--- src/rtl/trace_replay_encoder.sv ---
// trace_replay_encoder: replays a snapshot of decaying traces as spike pulses, oldest event first.
module trace_replay_encoder #(
  parameter int p_width    = 8,
  parameter int p_channels = 16
) (
  input  logic                          i_clk,
  input  logic                          i_rst,
  input  logic [p_channels*p_width-1:0] i_trace,
  input  logic                          i_valid,
  output logic                          o_ready,
  output logic [p_channels-1:0]         o_spike,
  output logic                          o_busy,
  output logic                          o_done
);
  typedef enum logic [1:0] {IDLE, RUN, DONE} state_t;
  localparam logic [p_width-1:0] MAX = '1;
  state_t                        r_state;
  logic [p_width-1:0]            r_cnt;
  logic [p_channels*p_width-1:0] r_trace;
  logic [p_width-1:0]            w_next;
  logic [p_channels-1:0]         w_hit;
  assign w_next = r_cnt + 1'b1;
  // w_next only spans 1..MAX while counting, so a zero trace can never match
  for (genvar k = 0; k < p_channels; k++) begin : g_hit
    assign w_hit[k] = r_trace[k*p_width +: p_width] == w_next;
  end
  always_ff @(posedge i_clk) begin
    if (i_rst) begin
      r_state <= IDLE;
      r_cnt   <= '0;
      r_trace <= '0;
      o_spike <= '0;
      o_busy  <= 1'b0;
      o_done  <= 1'b0;
      o_ready <= 1'b1;
    end else begin
      case (r_state)
        IDLE: begin
          o_spike <= '0;
          r_cnt   <= '0;
          if (i_valid) begin
            r_trace <= i_trace;
            r_state <= RUN;
            o_ready <= 1'b0;
            o_busy  <= 1'b1;
          end
        end
        RUN: begin
          if (r_cnt == MAX) begin
            r_state <= DONE;
            o_spike <= '0;
            o_busy  <= 1'b0;
            o_done  <= 1'b1;
          end else begin
            r_cnt   <= w_next;
            o_spike <= w_hit;
          end
        end
        DONE: begin
          r_state <= IDLE;
          o_done  <= 1'b0;
          o_ready <= 1'b1;
        end
        default: r_state <= IDLE;
      endcase
    end
  end
endmodule

--- config.mk ---
export PLATFORM = sky130hd
export DESIGN_NAME = trace_replay_encoder
export DESIGN_NICKNAME = d
export VERILOG_FILES = /design/src/rtl/trace_replay_encoder.sv
export SDC_FILE = /design/constraint.sdc
export NUM_CORES = 1
export LEC_CHECK = 0
export ABC_AREA = 1
export BUFFER_PORTS_ARGS = -buffer_cell sky130_fd_sc_hd__clkbuf_2
export CORE_MARGIN = 2
export CORE_UTILIZATION = 40
export CTS_CLUSTER_DIAMETER = 60
export CTS_CLUSTER_SIZE = 28
export DETAILED_ROUTE_END_ITERATION = 8
export SYNTH_ARGS = -nofsm -noshare
export SYNTH_HDL_FRONTEND = slang
export SYNTH_SLANG_ARGS = --single-unit
--- constraint.sdc ---
create_clock -name i_clk -period 2.3 [get_ports i_clk]
set_clock_uncertainty 0.05 [all_clocks]
set_input_delay 0.46 -clock i_clk [delete_from_list [all_inputs] [get_ports i_clk]]
set_output_delay 0.46 -clock i_clk [all_outputs]
set_load 0.02 [all_outputs]
# Word level (Yosys, flattened, before mapping)

Index checks and enable logic that the tools add are counted.

Flip-flop bits (word level): 157
Bits in latches: 0
RAM bits: 0
ROM bits: 0
Output and inout port bits: 19
Word-level logic and storage cells: 54
Memories kept: 0

$add $sub $neg: 1
$mul: 0
Divide/modulo/power cells: 0
Order comparisons: 0
Equal/unequal tests: 22
Shifts and indexed selects: 0
Mux-type cells: 14
Bitwise gates (word level): 0
Reductions and logical operators: 10

Operator list:

| operator            | count |
|---|---|
| $eq 8x8->1          | 16 |
| $pmux 16 s2         | 1 |
| $mux 16             | 1 |
| $pmux 8 s2          | 1 |
| $reduce_and 2->1    | 5 |
| $add 8x1->8 const B | 1 |
| $eq 8x8->1 const B  | 1 |
| $mux 8              | 1 |
| $ne 2x2->1 const B  | 3 |
| $pmux 1 s2          | 3 |
| $reduce_bool 2->1   | 3 |
| $mux 1              | 4 |
| $mux 2              | 2 |
| $pmux 2 s2          | 1 |
| $reduce_and 3->1    | 1 |
| $eq 2x1->1 const B  | 1 |
| $eq 2x2->1 const B  | 1 |
| $logic_not 2->1     | 1 |

# Depth between registers and ports, before layout

Gate-level depths: netlist of run 1.

Depth in word-level cells: 4
Depth in mapped cells: 13
Mapped depth without buffers: 13

# Least setup slack after synthesis of run 1

No wires, ideal clock.

Kind: register to register
From: reg r_cnt[1]
To: reg o_spike[5]
Setup time: 0.070 ns
Arrival: 1.629 ns
Slack: 0.550 ns
Stages on the path, launching flop included: 11
Buffers on the path: 1
Period minus slack after synthesis: 1.750 ns
Cell sequence: dfxtp_1 ha_1 clkinv_1 buf_2 nand2_1 nand3_1 nor2_1 nand3_1 nor2_1 nand3_1 a21oi_1

Longest elaborated chain between the ends: 4

RTL lines:

| element                | line | text |
|---|---|---|
| start, declared        | 18   | `logic [p_width-1:0] r_cnt;` |
| start signal, assigned | 55   | `r_cnt <= w_next;` |
| $add 8x1->8            | 22   | `assign w_next = r_cnt + 1'b1;` |
| $eq 8x8->1             | 25   | `assign w_hit[k] = r_trace[k*p_width +: p_width] == w_next;` |
| $mux 16 (*)            | 49   | `if (r_cnt == MAX) begin` |
| $pmux 16 s2 (*)        | 37   | `case (r_state)` |
| end signal, assigned   | 56   | `o_spike <= w_hit;` |
| end, declared          | 11   | `output logic [p_channels-1:0] o_spike,` |

Mark *: on every way between the ends. The rest lies on a longest branch, timed or not.
A chain may end at the register's enable or synchronous reset.

# Worst setup path in the final report of run 1

From: reg r_cnt[1]
To: reg o_spike[15]

Same word-level chain as after synthesis.

==> flow_summary_export.csv, run 1 <==
group,metric,value,unit
hold_path,holdPathEnd,"r_trace[8]",
die,rows,51,
placement,place.gp.congestion,0.934,
logic_synthesis,synth_edf_count,0,
critical_path,worst_setup_path_end_kind,"register",
critical_path,reg2reg_slack,0.24,ns
sta,rsz0062_at_grt,"false",
hold_path,hp-start,"i_trace[8]",
clock_network,cts_tree,"yes",
sta,hold_viol_final,0,
pwr,comb_power_share,14.1,%
critical_path,crit_family,"simple AND/OR/NAND/NOR gates",
drt,vias_per_cell,4.96,
pwr,power_switching_share,27.1,%
clock_network,htree_levels,4,
critical_path,cp_cell_sequence,"ha_1 > inv_1 > nand2_2 > nand2_2 > nand2_1 > nand3_1 > nor2_1 > nand3_1 > nor2_1 > nor2_1 > nor2_1",
layout,nNetsFinal,1451,
logic_synthesis,avgSynthCellArea,6.60,um^2
pwr,ir_drop,0.501,mV
critical_path,r2r-start,"r_cnt[1]",
pwr,powerDensity,744,nW/um^2
sta,fin_crit_sh,89.7,%
sta,fin_ws,0.238,ns
die,die-width,144,um
logic_synthesis,synth_common_cells,"242 x nand2_1, 157 x dfxtp_1, 135 x o21ai_0",
die,core_area,19400,um^2
layout,drive_gt1_share,18.3,%
drt,ant_nets,0,
layout,fill_cells,2058,
logic_synthesis,ys_ff_latch,157,
clock_network,cts_resized,0,
grt,gr-total-overflow,0,
logic_synthesis,synth_top_area_share,40.0,%
clock_network,cts.clk_slew.worst_paths,0.07,ns
drt,wl_per_cell,15.5,um
critical_path,arrival,2.38,ns
pwr,p_leak,4.28,nW
logic_synthesis,synthFlopType,"dfxtp_1",
sta,worst_slew_pin_slew,0.673,ns
logic_synthesis,synth_fa_ha_area_share,0.159,%
placement,detailedPlace.worstSlack,0.246,ns
critical_path,cp_slowest_cell,"dfxtp_1",
logic_synthesis,synth_nets,1323,
pwr,power_switching,1.92,mW
logic_synthesis,synth_top_family_by_area,"simple AND/OR/NAND/NOR gates",
logic_synthesis,netlist_top_cells_area,"dfxtp_1 40%, nand2_1 12%, o21ai_0 8.6%, nand3_1 8.3%, a21oi_1 8.2%",
logic_synthesis,synth-xor-area-share,1.35,%
pwr,pwr-share-seq,42.8,%
sta,max-slew-margin-rel,55.1,%
die,die_h,144,um
logic_synthesis,synth_cell_types,27,
critical_path,reg2reg_to,"o_spike[15]",
critical_path,slowest_delay,0.41,ns
die,die_area,20800,um^2
grt,grt_pass1_wl,38700,um
clock_network,clock_latency,0.44,ns
logic_synthesis,synth.cell_area,7860,um^2
clock_network,cts_buffers,17,
grt,grt_max_degree,79,
critical_path,required,2.62,ns
hold_path,hp-class,"input port to register",
grt,antenna_found_initial,0,
die,ios,150,
placement,dp.final_hpwl,17600,um
layout,antenna_cells,0,
critical_path,worstPathMaxFanout,17,
sta,setup_violations,0,
status,status,"finished clean",
drt,dr.first_iter.drc_count,491,
sta,whs,0.218,ns
clock_network,clockBufferDepth,2,
die,start_util,40.5,%
clock_network,cts_setup_buffers,0,
drt,drc,0,
hold_path,hold_depth,3,
placement,port-buffer-count,149,
sta,drv_slew,0,
logic_synthesis,yosys.area_share.simple,30.0,%
layout,area_delta_synth_final,21.0,%
drt,routed_wl,24700,um
logic_synthesis,muxShareOfSynthArea,0,%
clock_network,clock-root-buffer,"clkbuf_16",
logic_synthesis,syn_inst,1191,
pwr,clkPwrFrac,43.1,%
logic_synthesis,synth.most_common_cell,"nand2_1",
critical_path,cp_common_cell,"nor2_1",
critical_path,reg2reg_depth,11,
logic_synthesis,async_flop_share,0,%
critical_path,start_kind,"register",
drt,drt_first_pass_iters,5,
clock_network,cts_sinks,157,
logic_synthesis,ys_seq_area_share,40.0,%
grt,grt_pass1_vias,7499,
sta,layout_min_cycle_time,2.06,ns
sta,tns,0,ns
sta,max_freq,485,MHz
logic_synthesis,synth_compound_area_share,17.7,%
drt,vias,7914,
grt,grt_use_total,24.4,%
logic_synthesis,yosysTopAreaCell,"dfxtp_1",
logic_synthesis,ys_warn_count,0,
critical_path,path_class,"register to register",
critical_path,crit_buf_inv,1,
clock_network,hold_buffers,0,
pwr,internal-power,5.16,mW
job,max-cap-violations,0,
## per-stage QoR
step	cells	cell area [um^2]	util, %	total power [mW]
2_1_floorplan	1191	7860	-	3.72
3_3_place_gp	1565	8880	45.8	4.08
3_5_place_dp	1565	8880	45.8	4.09
4_1_cts	1596	9510	49.0	7.11
5_1_grt	1596	9510	49.0	7.40
6_report	1596	9510	49.0	7.08
## cell usage in the layout, fill, tap and decap left out, types with 3 or more instances in the layout
cell type | Yosys | final
clkbuf_16 | 0 | 17
clkbuf_2 | 0 | 149
nand3b_1 | 8 | 8
dfxtp_1 | 157 | 157
nand3_1 | 130 | 130
o22ai_1 | 9 | 9
nor2_4 | 3 | 3
clkinv_4 | 0 | 3
inv_2 | 2 | 3
xnor2_1 | 7 | 7
inv_1 | 134 | 133
clkinv_2 | 0 | 3
bufinv_16 | 0 | 4
nor2_1 | 132 | 132
a21oi_1 | 129 | 129
o21ai_0 | 135 | 135
nand2_1 | 242 | 241
nand2_4 | 2 | 3
buf_12 | 0 | 3
nand2_2 | 18 | 18
buf_4 | 5 | 28
## area by class of cell
cell class,count,area [um^2],share of cell area [%]
well taps,265,332,3.49
clock inverters,13,189,1.99
inverters,137,514,5.41
multi-input cells,826,3880,40.8
repair buffers,180,1020,10.7
flip-flops and latches,157,3140,33.1
clock buffers,18,439,4.62
## logic make-up (layout without fill, tap and decap cells)
family	after synthesis	after routing
buf+inv	208	348
compound gates	274	274
fa+ha+maj	1	1
xor+xnor	9	9
flops	157	157
simple gates	542	542
## layer usage
| layer | vias up | wire length (um) | global-route usage, % |
|---|---|---|---|
| li1 | 4095 | - | - |
| met1 | 3575 | 11000 | 31.9 |
| met2 | 212 | 11700 | 40.6 |
| met3 | 32 | 1490 | 4.90 |
| met4 | 0 | 458 | 7.51 |
| met5 | - | 0 | 0 |
## worst max-delay path by stage
stage | startpoint | endpoint | slack, ns | depth (start not counted)
2_1_floorplan | r_cnt[1] | o_spike[5] | 0.55 | 10
3_3_place_gp | r_cnt[1] | o_spike[0] | 0.31 | 11
3_5_place_dp | r_cnt[1] | o_spike[0] | 0.25 | 11
4_1_cts | r_cnt[1] | o_spike[0] | 0.21 | 11
5_1_grt | r_cnt[1] | o_spike[13] | 0.04 | 12
6_report | r_cnt[1] | o_spike[15] | 0.24 | 11
## flip-flops by register name, summed over array words and instances (netlist names)
| name | flops |
|---|---|
| o_busy | 1 |
| o_done | 1 |
| o_ready | 1 |
| o_spike | 16 |
| r_cnt | 8 |
| r_state | 2 |
| r_trace | 128 |
## power by group through the flow
| stage | Clock (mW) | Combinational, mW | Sequential, mW |
|---|---|---|---|
| 2_1_floorplan | 0 | 0.652 | 3.06 |
| 3_3_place_gp | 0 | 0.991 | 3.09 |
| 3_5_place_dp | 0 | 1.00 | 3.09 |
| 4_1_cts | 3.08 | 1.01 | 3.03 |
| 5_1_grt | 3.20 | 1.15 | 3.05 |
| 6_report | 3.05 | 1.00 | 3.03 |
## worst min-delay path, cell delays in order
cell,delay (ns)
clkbuf_2,0.07
o21ai_0,0.07
nor2_1,0.07
(Power assumes the default switching activity.)
==> run 2: changes to the inputs <==
ABC_AREA = 0   (was 1)
PLACE_DENSITY_LB_ADDON = 0.08   (was not set)
==> flow_summary_export.csv, run 2 <==
group,metric,value,unit
clock_network,clock_latency,0.42,ns
logic_synthesis,syn_inst,957,
hold_path,holdPathEnd,"r_trace[55]",
logic_synthesis,synth_cell_types,50,
pwr,powerDensity,689,nW/um^2
clock_network,cts_tree,"yes",
sta,setup_violations,0,
placement,place.gp.congestion,0.884,
sta,rsz0062_at_grt,"false",
critical_path,worst_setup_path_end_kind,"register",
grt,grt_pass1_wl,34000,um
logic_synthesis,avgSynthCellArea,8.21,um^2
logic_synthesis,ys_ff_latch,157,
logic_synthesis,synth_top_area_share,40.0,%
critical_path,reg2reg_depth,8,
critical_path,cp_cell_sequence,"ha_1 > buf_4 > inv_2 > nor2_1 > buf_4 > xnor2_1 > o2111ai_1 > o31ai_1",
logic_synthesis,netlist_top_cells_area,"dfxtp_1 40%, nand2_1 13%, a21oi_1 8.8%, xor2_1 7.7%, xnor3_1 4.6%",
sta,tns,0,ns
sta,drv_slew,0,
logic_synthesis,yosys.area_share.simple,20.1,%
die,die_area,20800,um^2
clock_network,hold_buffers,0,
die,die_h,144,um
pwr,p_leak,3.89,nW
placement,dp_cells,1342,
clock_network,clockBufferDepth,2,
layout,area_delta_synth_final,23.2,%
logic_synthesis,synth-xor-area-share,17.7,%
critical_path,reg2reg_to,"o_spike[2]",
drt,drt_first_pass_iters,5,
clock_network,cts_buffers,17,
logic_synthesis,yosysTopAreaCell,"dfxtp_1",
logic_synthesis,ys_seq_area_share,40.0,%
grt,grt_pass1_vias,6282,
critical_path,start_kind,"register",
logic_synthesis,synth_nets,1089,
pwr,ir_drop,0.599,mV
pwr,total_power,6.67,mW
critical_path,slowest_delay,0.33,ns
drt,ant_nets,0,
critical_path,path_class,"register to register",
critical_path,arrival,2.38,ns
layout,layout_commonest_cell,"nand2_1",
critical_path,worstPathMaxFanout,13,
die,ios,150,
logic_synthesis,ys_warn_count,0,
logic_synthesis,muxShareOfSynthArea,0,%
logic_synthesis,async_flop_share,0,%
sta,worst_slew_pin_slew,0.589,ns
drt,dr.first_iter.drc_count,338,
sta,fin_ws,0.206,ns
critical_path,cp_common_cell,"buf_4",
sta,fin_crit_sh,91.1,%
clock_network,htree_levels,4,
layout,regMostFlops,"r_trace",
layout,nNetsFinal,1234,
layout,final_cell_mix,"280 x nand2_1, 157 x dfxtp_1, 148 x clkbuf_2",
sta,max_freq,477,MHz
placement,detailedPlace.worstSlack,0.0898,ns
critical_path,cp_slowest_cell,"dfxtp_1",
logic_synthesis,synthFlopType,"dfxtp_1",
logic_synthesis,synth_common_cells,"280 x nand2_1, 157 x dfxtp_1, 138 x a21oi_1",
logic_synthesis,synth_edf_count,0,
status,status,"finished clean",
drt,vias,6837,
grt,antenna_found_initial,0,
drt,vias_per_cell,4.96,
logic_synthesis,synth_fa_ha_area_share,0.159,%
logic_synthesis,synth.cell_area,7860,um^2
sta,layout_min_cycle_time,2.09,ns
die,die-width,144,um
die,start_util,40.5,%
layout,reg_top3,"r_trace (128), o_spike (16), r_cnt (8)",
drt,wl_per_cell,16.0,um
logic_synthesis,synth_top_family_by_area,"simple AND/OR/NAND/NOR gates",
drt,routed_wl,22000,um
die,rows,51,
sta,max-slew-margin-rel,60.7,%
critical_path,required,2.59,ns
job,max-cap-violations,0,
hold_path,hp-class,"input port to register",
grt,grt_max_degree,91,
clock_network,clock-root-buffer,"clkbuf_16",
drt,drc,0,
placement,port-buffer-count,149,
die,core_area,19400,um^2
sta,hold_viol_final,0,
critical_path,reg2reg_slack,0.21,ns
layout,final_area,9680,um^2
logic_synthesis,synth.most_common_cell,"nand2_1",
placement,dp.final_hpwl,15300,um
clock_network,cts.clk_slew.worst_paths,0.07,ns
grt,gr-total-overflow,0,
hold_path,hold_depth,3,
critical_path,r2r-start,"r_cnt[0]",
layout,final_cells,1378,
grt,grt_use_total,21.4,%
clock_network,cts_sinks,157,
layout,largest_reg_flops,128,
placement,placed_area,9010,um^2
logic_synthesis,synth_compound_area_share,17.1,%
layout,antenna_cells,0,
hold_path,hp-start,"i_trace[55]",
layout,drive_gt1_share,22.8,%
==> run 2: routing by layer <==
layer / share of wire, % / vias to the layer above / track usage [%]
li1: - / 3521 / -
met1: 50 / 3135 / 31.0
met2: 44 / 166 / 33.0
met3: 4.4 / 15 / 3.74
met4: 1.1 / 0 / 5.93
met5: 0 / - / 0
==> run 2: power by group <==
group / switching (mW) / internal (mW)
combinational: 0.411 / 0.355
sequential: 0.129 / 2.87
clock: 1.13 / 1.78
total: 1.67 / 5.00
==> run 2: timing repair <==
item                       in CTS  in global routing
setup endpoints to repair       0                  4
setup buffers                   0                  6
gates resized for setup         0                  1
==> run 2: worst max path at each step <==
stage          slack [ns]           to  startpoint  depth (start not counted)
3_5_place_dp         0.09   o_spike[4]    r_cnt[0]                          6
2_1_floorplan        0.29  o_spike[10]    r_cnt[1]                          7
4_1_cts              0.09   o_spike[4]    r_cnt[0]                          6
5_1_grt              0.02   o_spike[2]    r_cnt[2]                          7
3_3_place_gp         0.19   o_spike[4]    r_cnt[0]                          6
6_report             0.21   o_spike[2]    r_cnt[0]                          8
==> run 2: final cells by class <==
cell class / count / area (um^2)
clock buffer: 20 / 467
timing repair buffer: 201 / 1210
inverter: 8 / 30.0
sequential: 157 / 3140
clock inverter: 10 / 139
fill: 2006 / 9720
multi-input combinational: 717 / 4360
tap: 265 / 332
==> run 2: cell families after synthesis <==
logic type	count (synthesis)
compound gates	220
xor+xnor	126
fa+ha+maj	1
buf+inv	83
flops	157
simple gates	370
==> run 2: per-stage QoR <==
step,utilization (%),hold WS [ns]
5_1_grt,49.9,0.193
3_5_place_dp,46.4,0.406
4_1_cts,49.6,0.185
2_1_floorplan,-,0.387
3_3_place_gp,46.4,0.405
6_report,49.9,0.198
==> run 2: critical path, delay by kind of cell, from the launching register on <==
family / cells / cell delay [ns]
XOR/XNOR: 1 / 0.14
adder cells (fa/ha/maj): 1 / 0.28
AND/OR/NAND/NOR: 1 / 0.22
AO/OA/AOI/OAI: 2 / 0.38
buffers and inverters: 3 / 0.61
flip-flops: 1 / 0.33
